==> src/rtl/control_afisare_pkg.sv <==
// Shared types for the display sequencer: FSM state encoding and small decode helpers.
package control_afisare_pkg;

   typedef enum logic [1:0] {
      ST_STOP   = 2'd0,
      ST_RUN    = 2'd1,
      ST_TURN_L = 2'd2,
      ST_TURN_R = 2'd3
   } stare_t;

   function automatic logic is_turn(input stare_t s);
      return (s == ST_TURN_L) || (s == ST_TURN_R);
   endfunction

   // Desired mode from the synchronised {stanga, dreapta} line-sensor pair.
   function automatic stare_t target_from(input logic stanga, input logic dreapta);
      case ({stanga, dreapta})
         2'b10:   return ST_TURN_L;
         2'b01:   return ST_TURN_R;
         default: return ST_RUN;
      endcase
   endfunction

endpackage

==> src/rtl/control_afisare_divizor_tick.sv <==
// Free-running modulo-DIV counter; tick is high while the count sits at its last value.
module divizor_tick #(
   parameter int DIV = 4
) (
   input  logic clock,
   input  logic reset,
   input  logic clear,
   output logic tick
);

   localparam int W = (DIV > 1) ? $clog2(DIV) : 1;
   localparam logic [W-1:0] LAST = W'(DIV - 1);

   logic [W-1:0] count;

   // NOTE: sequential state uses non-blocking assignments so every flop samples pre-edge values.
   always_ff @(posedge clock) begin
      if (reset || clear)
         count <= '0;
      else if (count == LAST)
         count <= '0;
      else
         count <= count + W'(1);
   end

   assign tick = (count == LAST);

endmodule

==> src/rtl/control_afisare.sv <==
// Display sequencer: synchronises sensor/button/lap pins, runs the debounced mode FSM,
// blinks the turn indicators and keeps a BCD 00..99 lap count.
module control_afisare
   import control_afisare_pkg::*;
#(
   parameter int CLK_HZ     = 50_000_000,
   parameter int REFRESH_HZ = 1000,
   parameter int BLINK_HZ   = 2,
   parameter int HOLD_CYC   = 5_000_000
) (
   input  logic       clock,
   input  logic       reset,
   input  logic       senzor_stanga,
   input  logic       senzor_dreapta,
   input  logic       buton_stop,
   input  logic       puls_tur,
   input  logic       sterge_contor,
   output logic       tick_mux,
   output logic       stop,
   output logic       semnal_stanga,
   output logic       semnal_dreapta,
   output logic [3:0] cifra_zeci,
   output logic [3:0] cifra_unitati,
   output logic [1:0] stare
);

   localparam int DIV_MUX   = CLK_HZ / REFRESH_HZ;
   localparam int DIV_BLINK = CLK_HZ / (2 * BLINK_HZ);
   localparam int HW        = $clog2(HOLD_CYC + 1);
   localparam logic [HW-1:0] HOLD_LAST = HW'(HOLD_CYC - 1);

   // Pin order in the sync chain: {stanga, dreapta, buton, puls}.
   logic [3:0] sync1, sync2;
   logic       btn_prev, lap_prev;
   logic       btn_rise, lap_rise;

   stare_t          state_q, state_d, target, target_prev;
   logic [HW-1:0]   hold_q, hold_d;
   logic            blink_q, blink_tick, blink_clear, mux_tick;

   always_ff @(posedge clock) begin
      if (reset) begin
         sync1       <= '0;
         sync2       <= '0;
         btn_prev    <= 1'b0;
         lap_prev    <= 1'b0;
         target_prev <= ST_RUN;
      end else begin
         sync1       <= {senzor_stanga, senzor_dreapta, buton_stop, puls_tur};
         sync2       <= sync1;
         btn_prev    <= sync2[1];
         lap_prev    <= sync2[0];
         target_prev <= target;
      end
   end

   assign btn_rise = sync2[1] & ~btn_prev;
   assign lap_rise = sync2[0] & ~lap_prev;
   assign target   = target_from(sync2[3], sync2[2]);

   always_ff @(posedge clock) begin
      if (reset) begin
         state_q <= ST_STOP;
         hold_q  <= '0;
      end else begin
         state_q <= state_d;
         hold_q  <= hold_d;
      end
   end

   // A changed pattern already counts its first stable cycle, so the mode
   // switches exactly HOLD_CYC cycles after the synchronised pattern appears.
   always_comb begin
      // NOTE: defaults first keep every path assigned, so no latch is inferred.
      state_d = state_q;
      hold_d  = hold_q;
      if (btn_rise) begin
         state_d = (state_q == ST_STOP) ? ST_RUN : ST_STOP;
         hold_d  = '0;
      end else if (state_q == ST_STOP || target == state_q) begin
         hold_d = '0;
      end else if (target != target_prev) begin
         hold_d = HW'(1);
      end else if (hold_q == HOLD_LAST) begin
         state_d = target;
         hold_d  = '0;
      end else begin
         hold_d = hold_q + HW'(1);
      end
   end

   divizor_tick #(.DIV(DIV_MUX)) u_div_mux (
      .clock (clock),
      .reset (reset),
      .clear (1'b0),
      .tick  (mux_tick)
   );

   assign blink_clear = (state_d != state_q) || !is_turn(state_q);

   divizor_tick #(.DIV(DIV_BLINK)) u_div_blink (
      .clock (clock),
      .reset (reset),
      .clear (blink_clear),
      .tick  (blink_tick)
   );

   always_ff @(posedge clock) begin
      if (reset)
         blink_q <= 1'b0;
      else if (state_d != state_q)
         blink_q <= is_turn(state_d);
      else if (!is_turn(state_q))
         blink_q <= 1'b0;
      else if (blink_tick)
         blink_q <= ~blink_q;
   end

   always_ff @(posedge clock) begin
      if (reset) begin
         tick_mux       <= 1'b0;
         stop           <= 1'b1;
         semnal_stanga  <= 1'b0;
         semnal_dreapta <= 1'b0;
      end else begin
         tick_mux       <= mux_tick;
         stop           <= (state_q == ST_STOP);
         semnal_stanga  <= (state_q == ST_TURN_L) && blink_q;
         semnal_dreapta <= (state_q == ST_TURN_R) && blink_q;
      end
   end

   // Uses the pre-update state, so a lap edge arriving with the start press is not counted.
   always_ff @(posedge clock) begin
      if (reset || sterge_contor) begin
         cifra_zeci    <= 4'd0;
         cifra_unitati <= 4'd0;
      end else if (lap_rise && state_q != ST_STOP) begin
         if (cifra_unitati == 4'd9) begin
            cifra_unitati <= 4'd0;
            cifra_zeci    <= (cifra_zeci == 4'd9) ? 4'd0 : cifra_zeci + 4'd1;
         end else begin
            cifra_unitati <= cifra_unitati + 4'd1;
         end
      end
   end

   assign stare = state_q;

endmodule
==> config.mk <==
export PLATFORM = sky130hd
export DESIGN_NAME = control_afisare
export DESIGN_NICKNAME = d
export VERILOG_FILES = /design/src/rtl/control_afisare_pkg.sv /design/src/rtl/control_afisare_divizor_tick.sv /design/src/rtl/control_afisare.sv
export SDC_FILE = /design/constraint.sdc
export NUM_CORES = 1
export LEC_CHECK = 0
export CORE_MARGIN = 3
export CORE_UTILIZATION = 54
export CTS_BUF_LIST = sky130_fd_sc_hd__clkbuf_8 sky130_fd_sc_hd__clkbuf_16
export DETAILED_ROUTE_END_ITERATION = 7
export PLACE_DENSITY = 0.73
export SETUP_SLACK_MARGIN = 0.2
export SLEW_MARGIN = 0
export SYNTH_ARGS = -nofsm -noshare
export SYNTH_HDL_FRONTEND = slang
export SYNTH_SLANG_ARGS = --single-unit
==> constraint.sdc <==
create_clock -name clock -period 2.32 [get_ports clock]
set_input_delay 0.232 -clock clock [delete_from_list [all_inputs] [get_ports clock]]
set_output_delay 0.232 -clock clock [all_outputs]
set_load 0.05 [all_outputs]
# Yosys cells after proc, flatten, opt, wreduce, memory -nomap -nowiden
# Cells that the tools add are included.
# W data, S select, Z words.
dict set report totals {
  regBits 90
  latchBits 0
  mem_bits_rw 0
  rom_bits 0
  inputBits 7
  output_inout_bits 14
  elab_cells 72
  n_memories 0
}
dict set report classes {
  n_addsub 5
  n_mul 0
  div 0
  order_cmp 0
  eq_ne 15
  shift 0
  n_mux 13
  n_bitwise 5
  n_reduce_logical 17
}
# op count
set ops {}
lappend ops {{$add A24 B1 Y24 const B} 1}
lappend ops {{$eq A24 B24 Y1 const B} 1}
lappend ops {{$add A23 B1 Y23 const B} 1}
lappend ops {{$eq A23 B23 Y1 const B} 1}
lappend ops {{$add A16 B1 Y16 const B} 1}
lappend ops {{$eq A16 B16 Y1 const B} 1}
lappend ops {{$eq A2 B2 Y1 const B} 5}
lappend ops {{$add A4 B1 Y4 const B} 2}
lappend ops {{$eq A4 B4 Y1 const B} 2}
lappend ops {{$mux W2} 4}
lappend ops {{$mux W4} 2}
lappend ops {{$logic_or A1 B1 Y1} 6}
lappend ops {{$mux W1} 6}
lappend ops {{$reduce_or A5 Y1} 1}
lappend ops {{$ne A2 B2 Y1} 2}
lappend ops {{$pmux W2 S2} 1}
lappend ops {{$reduce_or A2 Y1} 2}
lappend ops {{$logic_and A1 B1 Y1} 3}
lappend ops {{$ne A3 B3 Y1 const B} 1}
lappend ops {{$not A1 Y1} 3}
lappend ops {{$reduce_or A3 Y1} 1}
lappend ops {{$and A1 B1 Y1} 2}
lappend ops {{$eq A2 B1 Y1 const B} 1}
lappend ops {{$eq A2 B2 Y1} 1}
lappend ops {{4 further kinds} 4}

# Longest topological paths before layout
# Gate-level depths: netlist of the first run.
dict set report logic_depth {
  depth_word 10
  ltp_mapped 9
  ltp_nobuf 7
}

# Cells and area by module
# From an unflattened synthesis of the first run, not the netlist that was laid out.
dict set report hier_totals {
  hier_cells 461
  area_unflattened_um2 4085.2
}
# module instances cells_per_inst area_each_um2 seq_area_each_um2
set by_module_without_submodules {}
lappend by_module_without_submodules {control_afisare 1 249 2200.9 1001.0}
lappend by_module_without_submodules {{divizor_tick (u_div_blink)} 1 132 1163.6 480.5}
lappend by_module_without_submodules {{divizor_tick (u_div_mux)} 1 80 720.7 320.3}

# Worst setup path after synthesis of the first run
# No wires, ideal clock.
dict set report synth_path {
  path_type {register to register}
  from {register state_q[1] (netlist: stare[1])}
  to {register blink_q}
  setup_time_ps 66
  arrival_ps 2070
  required_ps 2254
  path_slack_ps 184
  path_stages_with_launch 7
  path_buffers 1
  synth_period_minus_slack_ps 2136
  cell_sequence {dfxtp_1 -> clkbuf_2 -> nor4bb_1 -> a211oi_1 -> o22a_1 -> or4b_4 -> a2bb2oi_2}
}
dict set report synth_via {
  elab_chain_len 7
  elab_cells_between_ends 18
  classes_between {eq/ne (7); mux (7); reduce/logical (4)}
}
# item line_no
set synth_rtl {}
lappend synth_rtl {{start, declared} control_afisare.sv:37} ;# stare_t state_q, state_d, target, target_prev;
lappend synth_rtl {{start signal, assigned} control_afisare.sv:66} ;# state_q <= state_d;
lappend synth_rtl {{$eq A2 B2 Y1 (tied with other cells)} control_afisare.sv:80} ;# end else if (state_q == ST_STOP || target == state_q) begin
lappend synth_rtl {{$logic_or A1 B1 Y1 or $mux W2 (tied branches)} {control_afisare.sv:80, control_afisare.sv:82}}
lappend synth_rtl {{$mux W2} control_afisare.sv:80}
lappend synth_rtl {{$mux W2} control_afisare.sv:77} ;# if (btn_rise) begin
lappend synth_rtl {{$eq A2 B2 Y1} control_afisare_pkg.sv:12} ;# return (s == ST_TURN_L) || (s == ST_TURN_R);
lappend synth_rtl {{$logic_or A1 B1 Y1} control_afisare_pkg.sv:12}
lappend synth_rtl {{$mux W1} control_afisare.sv:111} ;# else if (state_d != state_q)
lappend synth_rtl {{end signal, assigned} control_afisare.sv:112} ;# blink_q <= is_turn(state_d);
lappend synth_rtl {{end signal, assigned} control_afisare.sv:116} ;# blink_q <= ~blink_q;
lappend synth_rtl {{end, declared} control_afisare.sv:39} ;# logic blink_q, blink_tick, blink_clear, mux_tick;
# Parallel ways exist; a longest one is shown, timed or not.
# A chain may end at the register's enable or synchronous reset.

# Worst setup path in the final report of the first run
dict set report layout_path {
  from {register sync2[2]}
  to {register blink_q}
}
dict set report layout_via {
  elab_chain_len 9
  elab_cells_between_ends 16
  classes_between {eq/ne (8); mux (6); reduce/logical (2)}
}
# item line_no
set layout_rtl {}
lappend layout_rtl {{start, declared} control_afisare.sv:33} ;# logic [3:0] sync1, sync2;
lappend layout_rtl {{start signal, assigned} control_afisare.sv:50} ;# sync2 <= sync1;
lappend layout_rtl {{$eq A2 B1 Y1 or $eq A2 B2 Y1 (tied branches)} control_afisare_pkg.sv:17} ;# case ({stanga, dreapta})
lappend layout_rtl {{$pmux W2 S2 *} control_afisare_pkg.sv:17}
lappend layout_rtl {{$ne A2 B2 Y1 (tied with other cells)} control_afisare.sv:82} ;# end else if (target != target_prev) begin
lappend layout_rtl {{$mux W2 or $logic_or A1 B1 Y1 (tied branches)} {control_afisare.sv:82, control_afisare.sv:80}}
lappend layout_rtl {{$mux W2 *} control_afisare.sv:80}
lappend layout_rtl {{$mux W2 *} control_afisare.sv:77}
lappend layout_rtl {{$eq A2 B2 Y1} control_afisare_pkg.sv:12}
lappend layout_rtl {{$logic_or A1 B1 Y1} control_afisare_pkg.sv:12}
lappend layout_rtl {{$mux W1} control_afisare.sv:111}
# Every way passes the cells marked *; elsewhere a longest branch is shown, timed or not.

==> results.tsv, run 1 <==
stage	metric	value	unit
run_status	status	finished, final reports clean	
sta	Final Hold Fails	0	
setup_path	arrival time at the worst endpoint	2260	ps
clock_tree	clk buf depth	2	
clock_tree	Clock Pin Slew Worst Setup and Hold Paths	90	ps
setup_path	Critical-path top delay cell	or4b_4	
floorplan	die area	8570	µm²
sta	# setup viols final	0	
setup_path	R2R setup slack	340	ps
synth	syn avg cell area	8.99	µm²
floorplan	site row count	30	
setup_path	max incr delay on CP	550	ps
sta	final slew viol count	0	
grt	initial antenna violation count	0	
run	Max Cap Viol	0	
route	Via Count	3031	
setup_path	worst r2r path cells	7	
grt	largest net degree at the start of global routing	26	
final_layout	area grow syn2layout	12.5	%
hold_path	HP Class	primary input to register	
setup_path	CP max FO	10	
sta	fin crit share	0.851	
synth	Yosys reg bits	90	
synth	synth warn	0	
sta	post-layout min period	1980	ps
floorplan	Starting Density	0.577	
route	Avg Vias per Cell	5.32	
clock_tree	hold_buf cts	0	
final_layout	share of cells above drive strength 1	0.0823	
route	Post-route DRC	0	
final_layout	final net count	480	
synth	Post-synth EDFFs	0	
setup_path	critical path class	register to register	
sta	Setup Skew	8.84	ps
sta	RSZ-0062 raised after global routing	true	
power_and_ir_drop	PwrDens	623	nW/µm²
synth	Synth Flop Type	dfxtp_1	
route	antenna viol nets, final	0	
clock_tree	total CTS buffers	9	
route	Pre-antenna DRT Iters	4	
route	drt total wl	6950	µm
setup_path	CP top delay family	simple AND/OR/NAND/NOR gates	
floorplan	die width	92.6	µm
floorplan	io pins	21	
clock_tree	clk sinks	90	
setup_path	worst path bufs/invs	1	
setup_path	CP Capture Type	register	
setup_path	Crit path depth	7	
clock_tree	TritonCTS clock tree	done	
place	PortBufs	20	
place	Detailed Place HPWL	4810	µm
power_and_ir_drop	Pleak	1.46	nW
final_layout	Final Core Density	0.648	
synth	FFs w/ async S/R, synth	0	
route	Initial DRC Count	104	
floorplan	chip height	92.6	µm
sta	setup_tns	0	ps
synth	Syn Nets	461	
setup_path	worst-path cell chain	inv_1 -> ha_2 -> xor2_1 -> a22oi_1 -> o22a_1 -> or4b_4 -> a2bb2oi_2	
grt	total track usage	0.180	
grt	number of global-route vias before repair	2886	
synth	post-synthesis sequential area ratio	0.445	
route	WL/cell	12.2	µm
setup_path	CP Launch Type	register	
synth	Post-Syn Instances	450	
grt	first-pass GRT wire length	12800	µm
sta	Achievable Freq	0.506	GHz
clock_tree	clk_lat worst skew	350	ps
clock_tree	# Post-CTS Setup Buffers	0	
hold_path	Worst Hold Depth	2	
final_layout	ant diodes	0	
synth	Synth Cell Area	4050	µm²
clock_tree	H-tree depth	3	
clock_tree	Root Buffer	clkbuf_8	
sta	Slew headroom	0.628	
grt	Overflow after GRT	0	
synth	Yosys cell types	51	
power_and_ir_drop	Max IR drop VDD	0.000445	V
place	GPL Wtd Cong	0.769	
setup_path	CP required	2610	ps
sta	Worst Max-Slew Pin Slew	559	ps
floorplan	core box area	7020	µm²
==> final cells by class <==
type	count	area (µm²)
Clock buffer	10	138
Clock inverter	6	87.6
Sequential cell	90	1800
Inverter	10	37.5
Multi-Input combinational cell	334	2120
Fill cell	611	2470
Timing Repair Buffer	24	243
Tap cell	96	120
==> power by group <==
group	switching (mW)	internal (mW)	total, mW
registers	0.00927	1.56	1.57
logic	0.0487	0.0358	0.0845
clock network	0.543	0.640	1.18
==> logic make-up (layout without fill, tap and decap cells) <==
logic type | count (synthesis) | count (layout) | synth area share
and+or+nand+nor | 242 | 242 | 0.330
DFF | 90 | 90 | 0.445
xor gates and xnor gates | 61 | 61 | 0.132
AOI/OAI and AO/OA | 26 | 26 | 0.0448
buffers and inverters | 26 | 50 | 0.0337
adders and majority gates | 4 | 4 | 0.0124
muxes | 1 | 1 | 0.00247
==> metal layers <==
metal	vias to the layer above	wire, µm	track usage
li1	1579	-	-
met4	0	74	0.0681
met3	5	210	0.0447
met2	36	3300	0.296
met5	-	0	0
met1	1411	3370	0.226
==> synth_stat cells (3+ instances only) <==
master     n  area (µm²)
dfxtp_1   90        1800
nor2_1    67         251
nor3_1    37         185
xnor2_1   33         289
xor2_1    28         245
nand2_1   26        97.6
nand3_1   20         100
nand4_1   16         100
nor2b_1   15        93.8
and3_1    10        62.6
inv_1     10        37.5
clkbuf_1   8        30.0
o21ai_0    8        40.0
a21oi_1    6        30.0
and2_1     6        37.5
nand2b_1   6        37.5
nor4_1     6        37.5
nor3b_1    5        37.5
buf_4      4        30.0
ha_1       4        50.1
a21boi_0   3        22.5
and4_1     3        26.3
buf_6      3        33.8
nor4bb_1   3        30.0
or2_2      3        18.8
==> final timing paths <==
check                     startpoint            endpoint
setup / recovery            sync2[2]             blink_q
hold / removal         senzor_stanga            sync1[3]
setup reg to reg            sync2[2]             blink_q
hold reg to reg   u_div_mux.count[0]  u_div_mux.count[0]
==> flip-flops by register name, indices dropped and copies added, names as in the netlist <==
register	flops
semnal_stanga	1
stare	2
btn_prev	1
u_div_blink.count	24
tick_mux	1
stop	1
cifra_unitati	4
lap_prev	1
u_div_mux.count	16
blink_q	1
cifra_zeci	4
hold_q	23
semnal_dreapta	1
target_prev	2
sync2	4
sync1	4
==> stage by stage <==
step                      hold slack (ps)  power (mW)  std cells  instance area (µm²)  setup WS, ps
after floorplan                       360        1.67        450                 4050           284
after global placement                426        1.69        554                 4310           293
after detailed placement              434        1.69        554                 4310           197
after CTS                             416        2.87        570                 4550           257
after global routing                  424        2.95        570                 4550           198
final                                 432        2.83        570                 4550           345
==> layout by cell type, fill, tap and decap left out, drive strengths merged, types with 5 or more instances in the layout <==
| cell | instances |
|---|---|
| a21oi | 6 |
| and2 | 6 |
| and3 | 10 |
| clkbuf | 10 |
| clkdlybuf4s50 | 20 |
| dfxtp | 90 |
| inv | 12 |
| nand2 | 26 |
| nand2b | 6 |
| nand3 | 22 |
| nand4 | 17 |
| nor2 | 67 |
| nor2b | 15 |
| nor3 | 37 |
| nor3b | 5 |
| nor4 | 8 |
| o21ai | 8 |
| xnor2 | 33 |
| xor2 | 28 |
==> what timing repair did <==
| action | 4_1_cts | 5_1_grt |
|---|---|---|
| gates resized for setup | 1 | 3 |
| pin swaps | 0 | 1 |
| setup endpoints to repair | 1 | 29 |
Power figures use the tool's default switching activity.
==> inputs of run 2 (changes only) <==
Settings changed: CAP_MARGIN set to 25, CTS_BUF_LIST sky130_fd_sc_hd__clkbuf_8 sky130_fd_sc_hd__clkbuf_16 to sky130_fd_sc_hd__clkbuf_16.
==> run 2 against run 1 <==
  * Clock power increased by 30%
  * Critical path type unchanged
  * Register-to-register slack improved by 20 ps
  * Worst hold slack improved by 6.1 ps
  * Wire length increased by 1.5%
  * Largest cell class unchanged
  * Critical path depth unchanged
==> results.tsv, run 2 (synthesis results as in run 1) <==
stage	metric	value	unit	change
run_status	status	finished, final reports clean		
power_and_ir_drop	Max IR drop VDD	0.000454	V	+2.0%
route	drt total wl	7060	µm	+1.5%
setup_path	CP Capture Type	register		
final_layout	Largest regs	u_div_blink.count x24, hold_q x23, u_div_mux.count x16		
floorplan	Starting Density	0.577		unchanged
final_layout	final instance area	4640	µm²	+2.0%
run	Max Cap Viol	0		unchanged
sta	Hold WS	438	ps	+6.12 ps
grt	Overflow after GRT	0		unchanged
power_and_ir_drop	Pleak	1.50	nW	+2.8%
final_layout	final net count	480		unchanged
final_layout	area grow syn2layout	14.7	%	
sta	Worst Max-Slew Pin Slew	568	ps	+9.23 ps
sta	Slew headroom	0.621		-0.00616
clock_tree	Root Buffer	clkbuf_16		
final_layout	commonest non-fill, non-tap cell in the layout	dfxtp_1		
floorplan	site row count	30		unchanged
sta	Final Hold Fails	0		unchanged
clock_tree	Clock Pin Slew Worst Setup and Hold Paths	60	ps	-30 ps
sta	fin crit share	0.842		-0.00907
sta	post-layout min period	1950	ps	-21.0 ps
sta	# setup viols final	0		unchanged
sta	setup_tns	0	ps	unchanged
final_layout	ant diodes	0		unchanged
setup_path	CP Launch Type	register		
clock_tree	H-tree depth	3		unchanged
power_and_ir_drop	Power Total	3.18	mW	+12%
floorplan	chip height	92.6	µm	unchanged
clock_tree	clk sinks	90		unchanged
floorplan	core box area	7020	µm²	unchanged
hold_path	HP Class	register to register		
setup_path	CP max FO	10		unchanged
clock_tree	# Post-CTS Setup Buffers	0		unchanged
floorplan	io pins	21		unchanged
sta	Setup Skew	5.67	ps	-3.18 ps
final_layout	share of cells above drive strength 1	0.0781		-0.00422
final_layout	most frequent cells in the layout	dfxtp_1 (88), nor2_1 (67), nor3_1 (37)		
final_layout	max reg flops	24		unchanged
place	PortBufs	20		unchanged
setup_path	arrival time at the worst endpoint	2220	ps	-40 ps
clock_tree	total CTS buffers	9		unchanged
clock_tree	TritonCTS clock tree	done		
floorplan	die area	8570	µm²	unchanged
final_layout	Largest Register	u_div_blink.count		
route	Avg Vias per Cell	5.33		+0.20%
clock_tree	clk_lat worst skew	330	ps	-20 ps
clock_tree	clk buf depth	2		unchanged
route	Pre-antenna DRT Iters	4		unchanged
final_layout	# fillers	591		-3.3%
route	WL/cell	12.4	µm	+1.5%
sta	Achievable Freq	0.512	GHz	+1.1%
route	Initial DRC Count	114		+9.6%
place	Detailed Place HPWL	4810	µm	unchanged
grt	first-pass GRT wire length	12800	µm	+0.49%
grt	largest net degree at the start of global routing	26		unchanged
grt	total track usage	0.181		+0.00138
sta	RSZ-0062 raised after global routing	true		
place	placed cell area	4310	µm²	unchanged
grt	number of global-route vias before repair	2878		-0.28%
setup_path	CP required	2590	ps	-20 ps
sta	final slew viol count	0		unchanged
place	placed cells	554		unchanged
floorplan	die width	92.6	µm	unchanged
grt	initial antenna violation count	0		unchanged
setup_path	critical path class	register to register		
route	Via Count	3037		+0.20%
clock_tree	hold_buf cts	0		unchanged
route	antenna viol nets, final	0		unchanged
final_layout	non-filler cells, final	570		unchanged
power_and_ir_drop	PwrDens	685	nW/µm²	+10%
place	GPL Wtd Cong	0.769		unchanged
route	Post-route DRC	0		unchanged
run 2: changes by cell type in the layout (fill, tap and decap cells not counted):
cell,previous run,this run
clkbuf_16,0,9
nor2b_2,1,0
clkinv_1,0,1
nor2b_1,14,15
clkbuf_8,10,0
run 2: path summary, 6_finish.rpt:
path | startpoint | end | slack (ps) | cells after the start
setup / recovery | sync2[2] | blink_q | 370 | 7
hold / removal | u_div_mux.count[0] | u_div_mux.count[0] | 440 | 1
setup reg to reg | sync2[2] | blink_q | 370 | 7
hold reg to reg | u_div_mux.count[0] | u_div_mux.count[0] | 440 | 1
run 2: cell type report:
cell class                 instances  area, µm²  area share
timing repair buffer              24        243      0.0523
clock inverter                     7       91.3      0.0197
clock buffer                       9        225      0.0485
tap                               96        120      0.0259
multi-input combinational        334       2120       0.457
inverter                          10       37.5     0.00809
sequential                        90       1800       0.389
run 2: report_power, final:
group          switching (mW)  internal, mW
registers             0.00919          1.56
logic                  0.0484        0.0357
clock network           0.582         0.943
run 2: what timing repair did:
action                                 CTS  global route
gates resized for setup                  1             2
endpoints found under the hold margin    0             0
setup endpoints to repair                1            28
run 2: per-stage QoR:
stage	util	worst slack (ps)
floorplan	-	284
global placement	0.614	293
detailed placement	0.614	197
CTS	0.661	260
global route	0.661	193
finish	0.661	366
run 2: worst max-delay path, stage by stage (launching register included):
cell       delay (ps)
dfxtp_1           300
inv_1              50
ha_2              270
nor2b_1           190
a22oi_1           120
o22a_1            270
or4b_4            550
a2bb2oi_2         140
run 2: per-layer routing:
| layer | part of all wire | track usage |
|---|---|---|
| met1 | 0.49 | 0.228 |
| met2 | 0.47 | 0.295 |
| met3 | 0.027 | 0.0471 |
| met5 | 0 | 0 |
| met4 | 0.015 | 0.0693 |
==> RTL change 1, RTL diff (flow settings as in run 1) <==
Register the output `stop` once more, cleared by the reset; this adds one clock of latency there. The other outputs are not delayed to match.
--- a/src/rtl/control_afisare.sv
+++ b/src/rtl/control_afisare.sv
@@ -28,6 +28,8 @@
    localparam int DIV_BLINK = CLK_HZ / (2 * BLINK_HZ);
    localparam int HW        = $clog2(HOLD_CYC + 1);
    localparam logic [HW-1:0] HOLD_LAST = HW'(HOLD_CYC - 1);
+
+   logic stop_s0;
 
    // Pin order in the sync chain: {stanga, dreapta, buton, puls}.
    logic [3:0] sync1, sync2;
@@ -119,12 +121,12 @@
    always_ff @(posedge clock) begin
       if (reset) begin
          tick_mux       <= 1'b0;
-         stop           <= 1'b1;
+         stop_s0        <= 1'b1;
          semnal_stanga  <= 1'b0;
          semnal_dreapta <= 1'b0;
       end else begin
          tick_mux       <= mux_tick;
-         stop           <= (state_q == ST_STOP);
+         stop_s0        <= (state_q == ST_STOP);
          semnal_stanga  <= (state_q == ST_TURN_L) && blink_q;
          semnal_dreapta <= (state_q == ST_TURN_R) && blink_q;
       end
@@ -147,4 +149,12 @@
 
    assign stare = state_q;
 
+   always_ff @(posedge clock) begin
+      if (reset) begin
+         stop <= '0;
+      end else begin
+         stop <= stop_s0;
+      end
+   end
+
 endmodule
Behaviour: not the same (Yosys sat finds a counterexample within 4 cycles, from zero or initial values and one cycle with reset high).
==> RTL change 1 against run 1 <==
Utilization rose by 1.3 points; largest power group unchanged; setup slack got worse by 0.071 ns; die area fell by 5.3%; sequential cell count rose by 1; area after synthesis fell by 5.6%; critical path type unchanged; critical endpoint is now u_div_blink.count[13]$_SDFF_PP0_; design area fell by 0.77%; routed wire length fell by 0.37%; power rose by 4.9%.
==> RTL change 1: results (changes against run 1) <==
[synth]
yosys.cell_types.count=42  ; was 51
postSynth.asyncResetShare=0  ; unchanged
synthTopCellsByCount=91 x dfxtp_1, 80 x nor2_1, 37 x xor2_1  ; was 90 x dfxtp_1, 67 x nor2_1, 37 x nor3_1
yosysMostFrequentCell=dfxtp_1  ; unchanged
yosysSeqAreaShare=0.477  ; was 0.445
synth-compound-area-share=0.0406  ; was 0.0448
synth_fa_ha_area_frac=0.0131  ; was 0.0124
ys_warn_count=0  ; unchanged
synth_mux_area_frac=0.00262  ; was 0.00247
synth_area_leaders=dfxtp_1 48%, xor2_1 8.5%, nor2_1 7.9%  ; was dfxtp_1 45%, xnor2_1 7.1%, nor2_1 6.2%
synthXorXnorAreaFrac=0.140  ; was 0.132
syn-num-nets=441  ; was 461
synth_cells=430  ; was 450

[sta]
tns_ns=0  ; unchanged
skew_ns=0.0128  ; was 0.00884 ns
worst_pin_slew_ns=0.564  ; was 0.559 ns

[critical_path]
slowest_stage=or4b_4  ; unchanged
max_stage_delay_ns=0.55  ; about the same
crit_arrival_ns=2.29  ; was 2.26 ns
critical_path.top_delay_family=simple AND/OR/NAND/NOR gates  ; unchanged
critPathMaxFanout=21  ; was 10

[route]
met1_length_um=3270  ; was 3370 um
drtIter0Drc=107  ; was 104
dr_wl_met2_um=3410  ; was 3300 um
route.top_layer_used=met4  ; unchanged
vias=2907  ; was 3031
wl_met3_um=174  ; was 210 um
wire_per_inst_um=12.4  ; was 12.2 um
wl_um=6930  ; was 6950 um
dr.pass1.iters=4  ; unchanged

[grt]
grt_pass1_wl_um=11200  ; was 12800 um
grt_pass1_vias=2732  ; was 2886
grt_antenna_before_repair=0  ; unchanged
track_usage=0.164  ; was 0.180
grt_max_degree=22  ; was 26

[placement]
post-dp-hpwl_um=4450  ; was 4810 um
io_buffers=20  ; unchanged
gp_congestion=0.777  ; was 0.769
dpl.cell_count=540  ; was 554
pre_cts_slack_ns=0.144  ; was 0.197 ns
place_area_sq_um=4150  ; was 4310 sq um

[final_layout]
reg_top3=u_div_blink.count: 24 flops, hold_q: 23 flops, u_div_mux.count: 16 flops  ; unchanged
fin_area_sq_um=4520  ; was 4550 sq um
final_nets=469  ; was 480
drive_gt1_frac=0.112  ; was 0.0823

[cts]
path_clk_slew_ns=0.09  ; about the same
clock_tree.root_cell=clkbuf_8  ; unchanged
clk_latency_ns=0.35  ; about the same
cts_buffers=9  ; unchanged
h-tree-depth=3  ; unchanged

[power]
leakagePower_nw=1.55  ; was 1.46 nW
vdd_drop_max_mv=0.490  ; was 0.445 mV

[outcome]
status=completed  ; unchanged

[min_path]
holdCritPathClass=primary input to flop  ; unchanged

RTL change 1: cell type report:
| class | count | area [sq um] |
|---|---|---|
| sequential | 91 | 1830 |
| timing repair buffer | 31 | 298 |
| clock buffer | 9 | 124 |
| tap | 96 | 120 |
| multi-input combinational | 317 | 1990 |
| inverter | 8 | 30.0 |
| clock inverter | 7 | 124 |
| fill | 553 | 2310 |
RTL change 1: path summary, 6_finish.rpt:
path                                      endpoint                   from  cells after the start  slack (ns)
setup / recovery  u_div_blink.count[13]$_SDFF_PP0_  hold_q[20]$_SDFF_PP0_                      7        0.27
setup reg to reg  u_div_blink.count[13]$_SDFF_PP0_  hold_q[20]$_SDFF_PP0_                      7        0.27
hold / removal                 sync1[2]$_SDFF_PP0_         senzor_dreapta                      2        0.43
hold reg to reg                sync2[0]$_SDFF_PP0_    sync1[0]$_SDFF_PP0_                      1        0.45
RTL change 1: layer usage:
metal / vias up / track usage
met2: 36 / 0.283
met1: 1356 / 0.203
met3: 7 / 0.0259
met4: 0 / 0.0689
met5: - / 0
li1: 1508 / -
RTL change 1: power by group:
part / total, W / leakage [nW] / internal [W] / switching [W]
Combinational: 0.0000861 / 0.695 / 0.0000397 / 0.0000464
Sequential: 0.00159 / 0.739 / 0.00158 / 0.00000890
Clock: 0.00130 / 0.120 / 0.000725 / 0.000577
Total: 0.00297 / 1.55 / 0.00234 / 0.000632
RTL change 1: cell families (layout without fill, tap and decap cells):
logic type	after synthesis	after routing
XOR/XNOR	61	61
adder cells (fa/ha/maj)	4	4
multiplexers	1	1
flip-flops	91	91
AND/OR/NAND/NOR	225	225
AO/OA/AOI/OAI	26	26
buffers and inverters	22	55
RTL change 1: repair_timing:
item	CTS	global route
endpoints found under the setup margin	22	24
hold buffers	0	0
pin swaps	0	6
gates resized for setup	2	21
setup buffers	0	3
==> RTL change 2, RTL diff (config.mk and constraints of run 1) <==
Made on the original files. Set the parameter `BLINK_HZ` to 4 (it was 2).
--- a/src/rtl/control_afisare.sv
+++ b/src/rtl/control_afisare.sv
@@ -5,7 +5,7 @@
 #(
    parameter int CLK_HZ     = 50_000_000,
    parameter int REFRESH_HZ = 1000,
-   parameter int BLINK_HZ   = 2,
+   parameter int BLINK_HZ   = 4,
    parameter int HOLD_CYC   = 5_000_000
 ) (
    input  logic       clock,
Formal check against the unedited RTL: same outputs for any inputs over 10 cycles, from zero or initial values and one cycle with reset high; that may be too few to reach the edited logic, so the function may still have changed.
==> RTL change 2 against run 1 <==
Highest routed layer unchanged; routed wire length is 5.8% lower; setup slack worse by 0.075 ns; worst hold slack lost 0.0067 ns; design area is 2.1% lower; final cell count grew 0.18%; die area decreased by 4.8%; power shrank 4.5%; largest power group unchanged; sequential cell count down 1; area after synthesis shrank 5.1%; via count fell by 2.4%; sequential share of layout area rose by 0.40 points.
==> RTL change 2: results (changes against run 1) <==
[outcome]
status=completed  ; unchanged

[final_layout]
buf_share=0.0679  ; was 0.0533
synthToLayoutAreaGrowth_pct=16.1  ; was 12.5%
fin_cells=571  ; was 570
reg_top3=hold_q: 23 flops, u_div_blink.count: 23 flops, u_div_mux.count: 16 flops  ; was u_div_blink.count: 24 flops, hold_q: 23 flops, u_div_mux.count: 16 flops
clkbuf_count=9  ; was 10
signal_buffers=32  ; was 24
drive_gt1_frac=0.101  ; was 0.0823
inverters=13  ; was 10
multi_input_area_share=0.448  ; was 0.466
clk_share=0.0455  ; was 0.0495
final_nets=481  ; was 480
seq_area_sq_um=1780  ; was 1800 sq um

[synth]
syn-num-nets=450  ; was 461
yosys.cell_types.count=48  ; was 51
synth_area_leaders=dfxtp_1 46%, nor2_1 9.0%, xor2_1 7.5%  ; was dfxtp_1 45%, xnor2_1 7.1%, nor2_1 6.2%
yosysSeqAreaShare=0.464  ; was 0.445
synth-compound-area-share=0.0486  ; was 0.0448
synth_fa_ha_area_frac=0.0130  ; was 0.0124
synthTopCellsByCount=92 x nor2_1, 89 x dfxtp_1, 33 x xor2_1  ; was 90 x dfxtp_1, 67 x nor2_1, 37 x nor3_1
synth_cells=439  ; was 450
synth_mux_area_frac=0.00261  ; was 0.00247
synthXorXnorAreaFrac=0.137  ; was 0.132

[grt]
grt_pass1_vias=2649  ; was 2886
grt_pass1_wl_um=11300  ; was 12800 um
track_usage=0.166  ; was 0.180

[cts]
clk_latency_ns=0.35  ; about the same
ctsResizeCount=3  ; was 1
cts.sinks=89  ; was 90
ctsHoldBuffers=0  ; unchanged
postCtsSetupBuffers=0  ; unchanged

[power]
sw_frac_of_total=0.228  ; was 0.212
p_int_w=0.00209  ; was 0.00223 W
vdd_drop_max_mv=0.376  ; was 0.445 mV
pg_clk_w=0.00107  ; was 0.00118 W
p_comb_frac=0.032  ; was 0.030

[placement]
place_area_sq_um=4200  ; was 4310 sq um
post-dp-hpwl_um=4630  ; was 4810 um
pre_cts_slack_ns=0.0538  ; was 0.197 ns
gp_congestion=0.816  ; was 0.769

[sta]
skew_ns=0.00886  ; was 0.00884 ns
worst_pin_slew_ns=0.526  ; was 0.559 ns

[critical_path]
critPathMaxFanout=4  ; was 10
crit_arrival_ns=2.35  ; was 2.26 ns

[route]
vias=2958  ; was 3031
drtIter0Drc=130  ; was 104

## RTL change 2: cell count changes after synthesis, moves of 3 or more
cell and delta:
a22o_1 +3, xor2_1 +5, and4_1 +3, and2_1 -4, nor3_1 -28, and3_1 -7, nor2_1 +25, nor2b_1 +4
xnor2_1 -6, nor4bb_1 -3, inv_1 +3, buf_6 -3, nand2_1 +4
## RTL change 2: final timing paths
check / depth (start not counted) / slack (ns) / to / startpoint
worst max-delay path: 6 / 0.27 / blink_q$_SDFFE_PP0P_ / hold_q[20]$_SDFF_PP0_
worst min-delay path: 2 / 0.43 / sync1[0]$_SDFF_PP0_ / puls_tur
worst max register to register: 6 / 0.27 / blink_q$_SDFFE_PP0P_ / hold_q[20]$_SDFF_PP0_
worst min register to register: 1 / 0.44 / sync2[2]$_SDFF_PP0_ / sync1[2]$_SDFF_PP0_
## RTL change 2: routing by layer
layer  track usage  wire length (um)
met1         0.221              3370
met5             0                 0
met4        0.0689                97
met3        0.0358               181
met2         0.261              2900
